### src/rtl/mips_pkg.sv
// Shared MIPS definitions: mul/div op encodings, sequencer FSM states, funct codes.
// Latency: n/a (types and constants only).
// Backpressure: n/a.
package mips_pkg;

  // Multiply/divide operation select driven by the decode controller.
  localparam logic [1:0] MD_MULT  = 2'b00;
  localparam logic [1:0] MD_MULTU = 2'b01;
  localparam logic [1:0] MD_DIV   = 2'b10;
  localparam logic [1:0] MD_DIVU  = 2'b11;

  // Sequencer states.
  typedef enum logic [1:0] {
    IDLE   = 2'd0,
    RUN    = 2'd1,
    FIX    = 2'd2,
    DONE_S = 2'd3
  } md_state_t;

  // SPECIAL-opcode funct fields for the HI/LO group, decoded by the controller.
  localparam logic [5:0] FUNCT_MFHI  = 6'h10;
  localparam logic [5:0] FUNCT_MTHI  = 6'h11;
  localparam logic [5:0] FUNCT_MFLO  = 6'h12;
  localparam logic [5:0] FUNCT_MTLO  = 6'h13;
  localparam logic [5:0] FUNCT_MULT  = 6'h18;
  localparam logic [5:0] FUNCT_MULTU = 6'h19;
  localparam logic [5:0] FUNCT_DIV   = 6'h1A;
  localparam logic [5:0] FUNCT_DIVU  = 6'h1B;

endpackage

### src/rtl/md_cneg.sv
// Conditional two's-complement negate: result = neg ? -value : value.
// Latency: combinational.
// Backpressure: none.
// Ports: value (W) operand, neg (1) negate enable, result (W) output.
module md_cneg #(
  parameter int W = 32
) (
  input  logic [W-1:0] value,
  input  logic         neg,
  output logic [W-1:0] result
);

  assign result = neg ? (~value + W'(1)) : value;

endmodule

### src/rtl/muldiv_unit.sv
// Iterative MULT/MULTU/DIV/DIVU sequencer owning HI/LO; also serves MTHI/MTLO writes.
// Latency: START edge + WIDTH RUN cycles + FIX cycle, then one-cycle DONE (BUSY = WIDTH+1 cycles).
// Backpressure: STALL holds decode while BUSY and it requests START/MFHI/MFLO/MTHI/MTLO.
// Ports: CLK/RST (async high); START/OP/A/B launch; WHI/WLO/WDATA move-to;
//        RDHI/RDLO move-from requests; HI/LO results; BUSY/DONE/STALL status.
module muldiv_unit
  import mips_pkg::*;
#(
  parameter int WIDTH = 32,
  parameter int CNTW  = 6
) (
  input  logic             CLK,
  input  logic             RST,
  input  logic             START,
  input  logic [1:0]       OP,
  input  logic [WIDTH-1:0] A,
  input  logic [WIDTH-1:0] B,
  input  logic             WHI,
  input  logic             WLO,
  input  logic [WIDTH-1:0] WDATA,
  input  logic             RDHI,
  input  logic             RDLO,
  output logic [WIDTH-1:0] HI,
  output logic [WIDTH-1:0] LO,
  output logic             BUSY,
  output logic             DONE,
  output logic             STALL
);

  localparam logic [CNTW-1:0] LAST_ITER = CNTW'(WIDTH - 1);

  md_state_t        state;
  logic [CNTW-1:0]  cnt;
  logic             is_div;
  logic             psign;   // product / quotient sign
  logic             rsign;   // remainder sign (follows the dividend)
  logic             dzero;
  logic [WIDTH-1:0] a_raw;   // kept only for the divide-by-zero HI result
  logic [WIDTH-1:0] opnd;    // multiplicand or divisor
  logic [WIDTH-1:0] acc_hi;  // upper product / partial remainder
  logic [WIDTH-1:0] acc_lo;  // multiplier-then-lower-product / dividend-then-quotient

  // Launch-time operand magnitudes.
  logic             signed_op;
  logic [WIDTH-1:0] abs_a;
  logic [WIDTH-1:0] abs_b;

  assign signed_op = ~OP[0];

  md_cneg #(.W(WIDTH)) u_abs_a (.value(A), .neg(signed_op & A[WIDTH-1]), .result(abs_a));
  md_cneg #(.W(WIDTH)) u_abs_b (.value(B), .neg(signed_op & B[WIDTH-1]), .result(abs_b));

  // Multiply step: add multiplicand into the upper half when the LSB is set,
  // then shift the whole accumulator right, catching the carry at the top.
  logic [WIDTH:0] mul_sum;
  assign mul_sum = {1'b0, acc_hi} + {1'b0, (acc_lo[0] ? opnd : '0)};

  // Restoring divide step: the partial remainder is always below the divisor,
  // so after the shift a WIDTH+1 bit subtract cannot wrap past bit WIDTH,
  // and trial[WIDTH] is exactly the borrow.
  logic [WIDTH:0] div_shift;
  logic [WIDTH:0] div_trial;
  assign div_shift = {acc_hi, acc_lo[WIDTH-1]};
  assign div_trial = div_shift - {1'b0, opnd};

  // Result fixups, applied at FIX.
  logic [2*WIDTH-1:0] prod_fix;
  logic [WIDTH-1:0]   quo_fix;
  logic [WIDTH-1:0]   rem_fix;

  md_cneg #(.W(2*WIDTH)) u_fix_prod (.value({acc_hi, acc_lo}), .neg(psign), .result(prod_fix));
  md_cneg #(.W(WIDTH))   u_fix_quo  (.value(acc_lo), .neg(psign), .result(quo_fix));
  md_cneg #(.W(WIDTH))   u_fix_rem  (.value(acc_hi), .neg(rsign), .result(rem_fix));

  assign BUSY  = (state == RUN) || (state == FIX);
  assign DONE  = (state == DONE_S);
  assign STALL = BUSY & (START | RDHI | RDLO | WHI | WLO);

  always_ff @(posedge CLK or posedge RST) begin
    if (RST) begin
      state  <= IDLE;
      cnt    <= '0;
      is_div <= 1'b0;
      psign  <= 1'b0;
      rsign  <= 1'b0;
      dzero  <= 1'b0;
      a_raw  <= '0;
      opnd   <= '0;
      acc_hi <= '0;
      acc_lo <= '0;
      HI     <= '0;
      LO     <= '0;
    end else begin
      case (state)
        IDLE: begin
          if (START) begin
            // START takes priority; any same-cycle MTHI/MTLO is dropped.
            is_div <= OP[1];
            psign  <= signed_op & (A[WIDTH-1] ^ B[WIDTH-1]);
            rsign  <= signed_op & A[WIDTH-1];
            dzero  <= (B == '0);
            a_raw  <= A;
            acc_hi <= '0;
            acc_lo <= OP[1] ? abs_a : abs_b;
            opnd   <= OP[1] ? abs_b : abs_a;
            cnt    <= '0;
            state  <= RUN;
          end else begin
            if (WHI) HI <= WDATA;
            if (WLO) LO <= WDATA;
          end
        end
        RUN: begin
          if (is_div) begin
            if (!div_trial[WIDTH]) begin
              acc_hi <= div_trial[WIDTH-1:0];
              acc_lo <= {acc_lo[WIDTH-2:0], 1'b1};
            end else begin
              acc_hi <= div_shift[WIDTH-1:0];
              acc_lo <= {acc_lo[WIDTH-2:0], 1'b0};
            end
          end else begin
            acc_hi <= mul_sum[WIDTH:1];
            acc_lo <= {mul_sum[0], acc_lo[WIDTH-1:1]};
          end
          cnt <= cnt + CNTW'(1);
          if (cnt == LAST_ITER) state <= FIX;
        end
        FIX: begin
          if (is_div) begin
            if (dzero) begin
              HI <= a_raw;
              LO <= '1;
            end else begin
              HI <= rem_fix;
              LO <= quo_fix;
            end
          end else begin
            HI <= prod_fix[2*WIDTH-1:WIDTH];
            LO <= prod_fix[WIDTH-1:0];
          end
          state <= DONE_S;
        end
        DONE_S: begin
          // Not busy here, so move-to writes are honoured.
          if (WHI) HI <= WDATA;
          if (WLO) LO <= WDATA;
          state <= IDLE;
        end
        default: state <= IDLE;
      endcase
    end
  end

endmodule
### config.mk
export PLATFORM = sky130hd
export DESIGN_NAME = muldiv_unit
export DESIGN_NICKNAME = d
export VERILOG_FILES = /design/src/rtl/mips_pkg.sv /design/src/rtl/md_cneg.sv /design/src/rtl/muldiv_unit.sv
export SDC_FILE = /design/constraint.sdc
export NUM_CORES = 1
export LEC_CHECK = 0
export BUFFER_PORTS_ARGS = -buffer_cell sky130_fd_sc_hd__buf_2
export CORE_MARGIN = 3
export CORE_UTILIZATION = 65
export CTS_BUF_LIST = sky130_fd_sc_hd__clkbuf_8
export DETAILED_ROUTE_END_ITERATION = 8
export PLACE_DENSITY = 0.87
export SETUP_SLACK_MARGIN = 0.2
export SYNTH_ARGS = -nofsm -noshare
export SYNTH_HDL_FRONTEND = slang
export SYNTH_SLANG_ARGS = --single-unit
### constraint.sdc
create_clock -name CLK -period 13.4 [get_ports CLK]
set_clock_uncertainty 0.05 [all_clocks]
set_input_delay 2.68 -clock CLK [delete_from_list [all_inputs] [get_ports CLK]]
set_output_delay 2.68 -clock CLK [all_outputs]
set_load 0.01 [all_outputs]
* After elaboration in Yosys (flattened, before gate mapping) *
Index checks and enable logic that the tools add are counted.

storage, ports and cells
  output and inout bits = 67
  bits in read-only memories = 0
  memory bits (writable) = 0
  memories kept = 0
  bits in latches = 0
  register bits after elaboration = 204
  word-level logic and storage cells = 82

operators by class
  bitwise operators = 15
  $mul = 0
  add/subtract/negate cells = 8
  reduce and logical (&&, ||, !) cells = 9
  muxes and demuxes = 31
  $lt $le $gt $ge = 0
  div/mod/pow operators = 0
  equality and inequality tests = 7
  shift operators = 0

operators by type and width
  operator               count
  $mux 32                20
  $pmux 32 s3            2
  $add 32x1->32 const B  4
  $not 32->32            4
  $pmux 32 s2            2
  $add 64x1->64 const B  1
  $mux 64                1
  $not 64->64            1
  $add 32x32->33         1
  $sub 33x32->33         1
  $logic_not 32->1       1
  $pmux 6 s2             1
  $pmux 2 s4             1
  $reduce_and 2->1       4
  $add 6x1->6 const B    1
  $eq 6x5->1 const B     1
  $mux 6                 1
  $and 1x1->1            4
  $eq 2x2->1 const B     2
  $mux 2                 2
  $ne 2x2->1 const B     2
  $or 1x1->1             4
  $reduce_bool 3->1      1
  $eq 2x1->1 const B     1
  7 further kinds        7

* Depth between registers and ports, before layout *
Gate-level depths: netlist of run 1.

  depth in word-level cells = 6
  gate-level depth with buffers = 14
  mapped depth without buffers = 13

* Cells and area by module *
A second synthesis of run 1 with hierarchy kept.

unflattened totals
  cells, all modules = 2,210
  area total of the unflattened synthesis = 18,987.0 um^2

modules (own cells, without submodules)
  module                 cells an instance  seq. area each (um^2)  area an instance (um^2)  instances
  muldiv_unit            1,608              5,104.9                14,229.9                 1
  md_cneg (u_abs_a ...)  99                 0.0                    777.0                    4
  md_cneg (u_fix_prod)   206                0.0                    1,649.1                  1

* Worst setup path before layout of run 1 *
Ideal clock, no wire load.

  kind = input to output
  start = input port START
  end = output port STALL
  path slack = 7.280 ns
  stages = 2
  required time = 10.670 ns
  arrival = 3.390 ns
  path through = or4_1 > o21a_1

between the ends
  word-level cells in the longest chain between the ends = 5

ends and longest elaborated chain
  item                     RTL line           source
  from (decl)              muldiv_unit.sv:14  input logic START,
  $or 1x1->1 (4 in a row)  muldiv_unit.sv:77  assign STALL = BUSY & (START | RDHI | RDLO | WHI | WLO);
  $and 1x1->1              muldiv_unit.sv:77
  to (decl)                muldiv_unit.sv:27  output logic STALL

No other way between the ends.

* Worst setup path after layout of run 1 *
Same ends and word-level chain as after synthesis.

==> metrics.txt, run 1 <==
clk sink count=between 200 and 250; Static Leakage=0.00811 µW; Crit-path slowest cell=or4_1; htree depth=2; xor and xnor fraction of the mapped netlist area=0.0913; initial antenna violation count=3; CP Class=in2out; max-cap check violation count=0; DR pass1 iterations=8; vias in the first global route=16700; DIE AREA=~0.028 mm²; I/O Buffers=171; post-synthesis mux area share=0.0586; Boundary Pins=172; initial DRC count=2745; Mapped Area=0.0172 mm²; Adder-Cell Fraction of Synth Area=0.0555; largest family of logic cells by synthesized area=compound AO/OA/AOI/OAI gates; status=finished clean; gr busiest metal=met2; Via density=6.97; simple-gate area share of the yosys netlist=0.186; GP Congestion=1.05; Area contributors post-synth=dfrtp_1 30%, a21oi_1 6.3%, o21ai_0 6.1%, xnor2_1 5.7%, ha_1 5.3%; FP Rows=58; most common cell after layout, fill and taps aside=nand2_1; class of the worst hold path=reg2reg; post-layout min period=approximately 6400 ps; Post-Route WL=approximately 63000 µm; die width=169 µm; pin count of the biggest net entering global routing=approximately 130; Post-synth EDFFs=0; Final WS setup=around 7000 ps; vias=18300; DR WL/cell=23.9 µm; VDD IR max=0.178 mV; Synth area leader=dfrtp_1; crit share post-route=0.474; Synth top area share=0.297; cell area after layout=0.0188 mm²; RSZ-0062 raised after global routing=no; final net count=roughly 2500; Yosys warning count=0; Clock Latency Late Sink=560 ps; P&R area growth vs syn=9.36%; Yosys reg bits=204; Place WS=7050 ps; commonest cells after routing, fill and taps aside=225 x nand2_1, 215 x a21oi_1, 210 x o21ai_0; TritonCTS Buffers=37; post-route ant nets=0; hold buffers post-CTS=0; total overflow reported by the global router=0; met3 GRT Util=0.110; global-route wire length before repair=96100 µm; grt met2 use=0.625; most frequent cell on the critical path=buf_2; Final Max Slew Viols=0; Synth cell types=85; slowest cell delay on critical path=between 500 and 600 ps; relative max-transition margin=0.207; final setup fails=0; Worst-path clk slew=roughly 60 ps; CTS root buffer=clkbuf_8; Cells after Synth=2191; share of cells above drive strength 1=0.141; critical path endpoint category=primary output; Synth async-reset ratio=1.00; crit path max fanout=4; Antenna Diode Count=0; Cell Pwr Density=273 mW/mm²; clock tree buffer depth=3; Critical Path RT=between 10000 and 15000 ps; Setup crit start kind=primary input; top_reg_cell synth=dfrtp_1; detailed-route DRC error count=0; Compound-Gate Fraction of Synth Area=0.262; Gates resized, CTS repair=0; Fin. Hold Viols=0; CP cell instances=buf_2 -> or4_1 -> o21a_1 -> buf_2; syn_area_per_cell=7.84 µm²; CTS tree=yes; dpl hpwl=46900 µm; Worst Max-Slew Pin Slew=1170 ps; fmax=157 MHz; Starting Density=0.672; Setup Total Neg Slack=0 ps; All-Layer GR Usage=0.429; core area=0.0255 mm²; Area after DPL=0.0180 mm²; CP arrival=3620 ps; sequential area share after synthesis=0.297; met1 usage in global routing=0.604; syn nets=2371; Post-CTS Setup Inserts=0; Die H=169 µm
-- metal layers --
metal	wire [µm]	vias to the layer above
met1	24600	8529
met4	3640	6
met5	34	-
li1	-	8093
met3	8470	263
met2	26100	1426
-- cell usage after synthesis, types with 20 or more instances --
| cell type | count |
|---|---|
| dfrtp_1 | 204 |
| mux2i_1 | 51 |
| o31ai_1 | 26 |
| xnor2_1 | 111 |
| o22ai_1 | 34 |
| nor2b_1 | 21 |
| a22oi_1 | 20 |
| ha_1 | 73 |
| o21ai_0 | 210 |
| nor2_1 | 203 |
| nand2_1 | 226 |
| nand4_1 | 20 |
| a21o_1 | 26 |
| nand3_1 | 28 |
| nor3_1 | 42 |
| mux2_2 | 44 |
| xor2_1 | 68 |
| a21oi_1 | 215 |
| and3_1 | 22 |
| clkbuf_1 | 132 |
| inv_1 | 67 |
| o21ai_1 | 50 |
| a211oi_1 | 21 |
-- per-stage QoR --
step	utilization	power (µW)	hold WS [ps]	cells
floorplan	-	3440	395	2191
detailed placement	0.706	4370	415	2561
CTS	0.735	5000	428	2627
global placement	0.706	4270	406	2561
finish	0.735	5130	431	2627
global route	0.735	5440	453	2627
-- power by group --
group	internal, µW	leakage, µW	switching (µW)	total, µW
Sequential	907	0.00250	450	1360
Clock	318	0.000418	285	603
Combinational	1210	0.00520	1960	3170
Total	2430	0.00811	2700	5130
-- cell type report --
| cell class | instances | area, µm² |
|---|---|---|
| Inverter | 68 | 263 |
| Clock buffer | 47 | 647 |
| Tap cell | 330 | 413 |
| Timing Repair Buffer | 188 | 983 |
| Fill cell | 2007 | 6770 |
| Sequential cell | 204 | 5110 |
| Clock inverter | 19 | 96.3 |
| Multi-Input combinational cell | 1771 | 11300 |
-- registers in the layout, indices dropped and copies added, names as in the netlist, 2 cells and up --
register  flops
acc_hi       32
cnt           6
opnd         32
acc_lo       32
HI           32
state         2
LO           32
a_raw        32
-- kinds of logic after synthesis --
family,after synthesis
buffers and inverters,216
XOR/XNOR,179
AND/OR/NAND/NOR,677
AO/OA/AOI/OAI,745
flip-flops,204
adder cells (fa/ha/maj),75
multiplexers,95
-- path summary, 6_finish.rpt --
path | from | endpoint | slack [ps] | cells past startpoint
worst max-delay path | START | STALL | 7050 | 4
worst min-delay path | LO[24] | LO[24] | 430 | 2
worst max register to register | acc_lo[0] | acc_hi[24] | 8810 | 12
worst min register to register | LO[24] | LO[24] | 430 | 2
max in group asynchronous | RST | is_div | 9460 | 3
min in group asynchronous | RST | LO[1] | 2310 | 2
-- critical path, delay by kind of cell --
family | cells | cell delay, ps
AOI/OAI and AO/OA | 1 | 170
buffers and inverters | 2 | 260
and+or+nand+nor | 1 | 510
Note: power is estimated with default switching activity, not from simulation.
==> run 2: changes to the inputs <==
Settings changed: CORE_UTILIZATION 65 to 62, PLACE_DENSITY 0.87 to 0.83.
Clock period 13.4 ns to 6.2 ns, I/O delays scaled along.
==> metrics.txt, run 2 (synthesis gave the netlist of run 1 again) <==
worst hold slack=426 ps (-5.00 ps); P&R area growth vs syn=10.6%; Reg2Reg Depth=12 (unchanged); critical path endpoint category=register; I/O Buffers=171 (unchanged); Clock Latency Late Sink=580 ps (+20 ps); Via density=6.81 (-2.4%); fmax=230 MHz; most frequent cell on the critical path=a21oi_1; Total Power=11300 µW (+120%); FP Rows=60 (+3.4%); Worst-path clk slew=70 ps (about the same); Post-CTS Setup Inserts=0 (unchanged); Placed Cells=2608 (+1.8%); non-filler cells, final=2676 (+1.9%); dpl hpwl=48500 µm (+3.5%); Worst Max-Slew Pin Slew=1310 ps (+134 ps); Boundary Pins=172 (unchanged); Post-Route WL=64100 µm (+2.0%); core area=0.0271 mm² (+6.1%); failing checks=DRC; total overflow reported by the global router=0 (unchanged); Setup crit start kind=register; class of the worst hold path=reg2reg; GP Congestion=1.02 (-3.2%); global-route wire length before repair=96100 µm (about the same); relative max-transition margin=0.126 (-0.0810); detailed-route DRC error count=1 (+1); total area of sequential cells=0.00511 mm² (unchanged); DIE AREA=0.0297 mm² (+4.7%); final net count=2456 (+0.24%); CP cell instances=inv_1 -> ha_1 -> fa_1 -> nand2b_1 -> a21oi_1 -> o2111ai_1 -> a21oi_1 -> o21ai_1 -> a221oi_4 -> buf_4 -> mux2i_1 -> o221ai_1; multi-input logic area=0.0113 mm² (unchanged); CTS tree=yes; TritonCTS Buffers=38 (+2.7%); clk sink count=204 (unchanged); Die H=172 µm (+2.3%); Static Leakage=0.00819 µW (+0.92%); hold buffers post-CTS=0 (unchanged); CP arrival=4680 ps (+1060 ps); max-cap check violation count=0 (unchanged); initial antenna violation count=5 (+2); slowest cell delay on critical path=810 ps (+300 ps); pin count of the biggest net entering global routing=128 (-0.78%); CTS root buffer=clkbuf_8; vias=18200 (-0.58%); post-layout min period=4340 ps; Starting Density=0.634 (-0.0386); initial DRC count=2609 (-5.0%); Gates resized, CTS repair=0 (unchanged); crit path max fanout=17 (+13); Fin. Hold Viols=0 (unchanged); share of cells above drive strength 1=0.144 (+0.00304); crit share post-route=0.700; Final Util=0.701 (-0.0345); Critical Path RT=6540 ps (-4130 ps); most common cell after layout, fill and taps aside=nand2_1; CP Class=reg2reg; Antenna Diode Count=0 (unchanged); htree depth=2 (unchanged); vias in the first global route=16600 (-0.21%); status=finished, violations left; DR WL/cell=23.9 µm (+0.14%); die width=172 µm (+2.3%); clock tree buffer depth=3 (unchanged); Setup Total Neg Slack=0 ps (unchanged); VDD IR max=0.412 mV (+130%); post-route ant nets=0 (unchanged); Crit-path slowest cell=a221oi_4; commonest cells after routing, fill and taps aside=225 x nand2_1, 215 x a21oi_1, 210 x o21ai_0; All-Layer GR Usage=0.420 (-0.00897); DR pass1 iterations=9 (+1); Hold Path Depth=2 (unchanged); final setup fails=0 (unchanged); RSZ-0062 raised after global routing=no; Cell Pwr Density=595 mW/mm² (+120%); Fillers=2256 (+12%); Final Max Slew Viols=0 (unchanged)
-- run 2: cell count changes in the layout (fill, tap and decap cells not counted), sizes merged --
cell and delta:
buf +5, bufinv +3, clkbuf +1, clkinv -2
-- run 2: worst paths after layout --
| path | from | end | slack, ps |
|---|---|---|---|
| max | acc_lo[31] | acc_hi[15] | 1860 |
| min | LO[6] | LO[6] | 430 |
| max reg2reg | acc_lo[31] | acc_hi[15] | 1860 |
| min reg2reg | LO[6] | LO[6] | 430 |
| max in group asynchronous | RST | a_raw[13] | 4050 |
| min in group asynchronous | RST | LO[13] | 820 |
-- run 2: per-stage QoR --
stage,area (µm²),setup WS [ps]
floorplan,17200,2270
global placement,18100,2210
detailed placement,18100,2040
CTS,19000,2010
global route,19000,1710
finish,19000,1860
-- run 2: final cells by class --
class	count	share of cell area
inverter	68	0.0136
clock buffer	48	0.0348
clock inverter	20	0.0101
sequential	204	0.269
timing repair buffer	193	0.0544
multi-input combinational	1771	0.594
tap	372	0.0245
-- run 2: critical path, delay by kind of cell, from the launching register on --
family,cells,cell delay [ps]
AOI/OAI and AO/OA,6,2060
adders and majority gates,2,640
buffers and inverters,2,520
DFF,1,460
muxes,1,230
and+or+nand+nor,1,200
-- run 2: power breakdown --
part           switching [µW]  total [µW]  leakage [µW]  internal (µW)
Clock                     664        1500      0.000468            836
Sequential                920        2880       0.00250           1960
Combinational            4280        6920       0.00522           2640
Total                    5870       11300       0.00819           5430
-- run 2: per-layer routing --
metal | vias to the layer above | global-route usage | wire length, µm
met5 | - | 0 | 68
met4 | 10 | 0.201 | 3680
met3 | 263 | 0.124 | 8430
met2 | 1262 | 0.609 | 26600
met1 | 8567 | 0.576 | 25300
li1 | 8109 | - | -
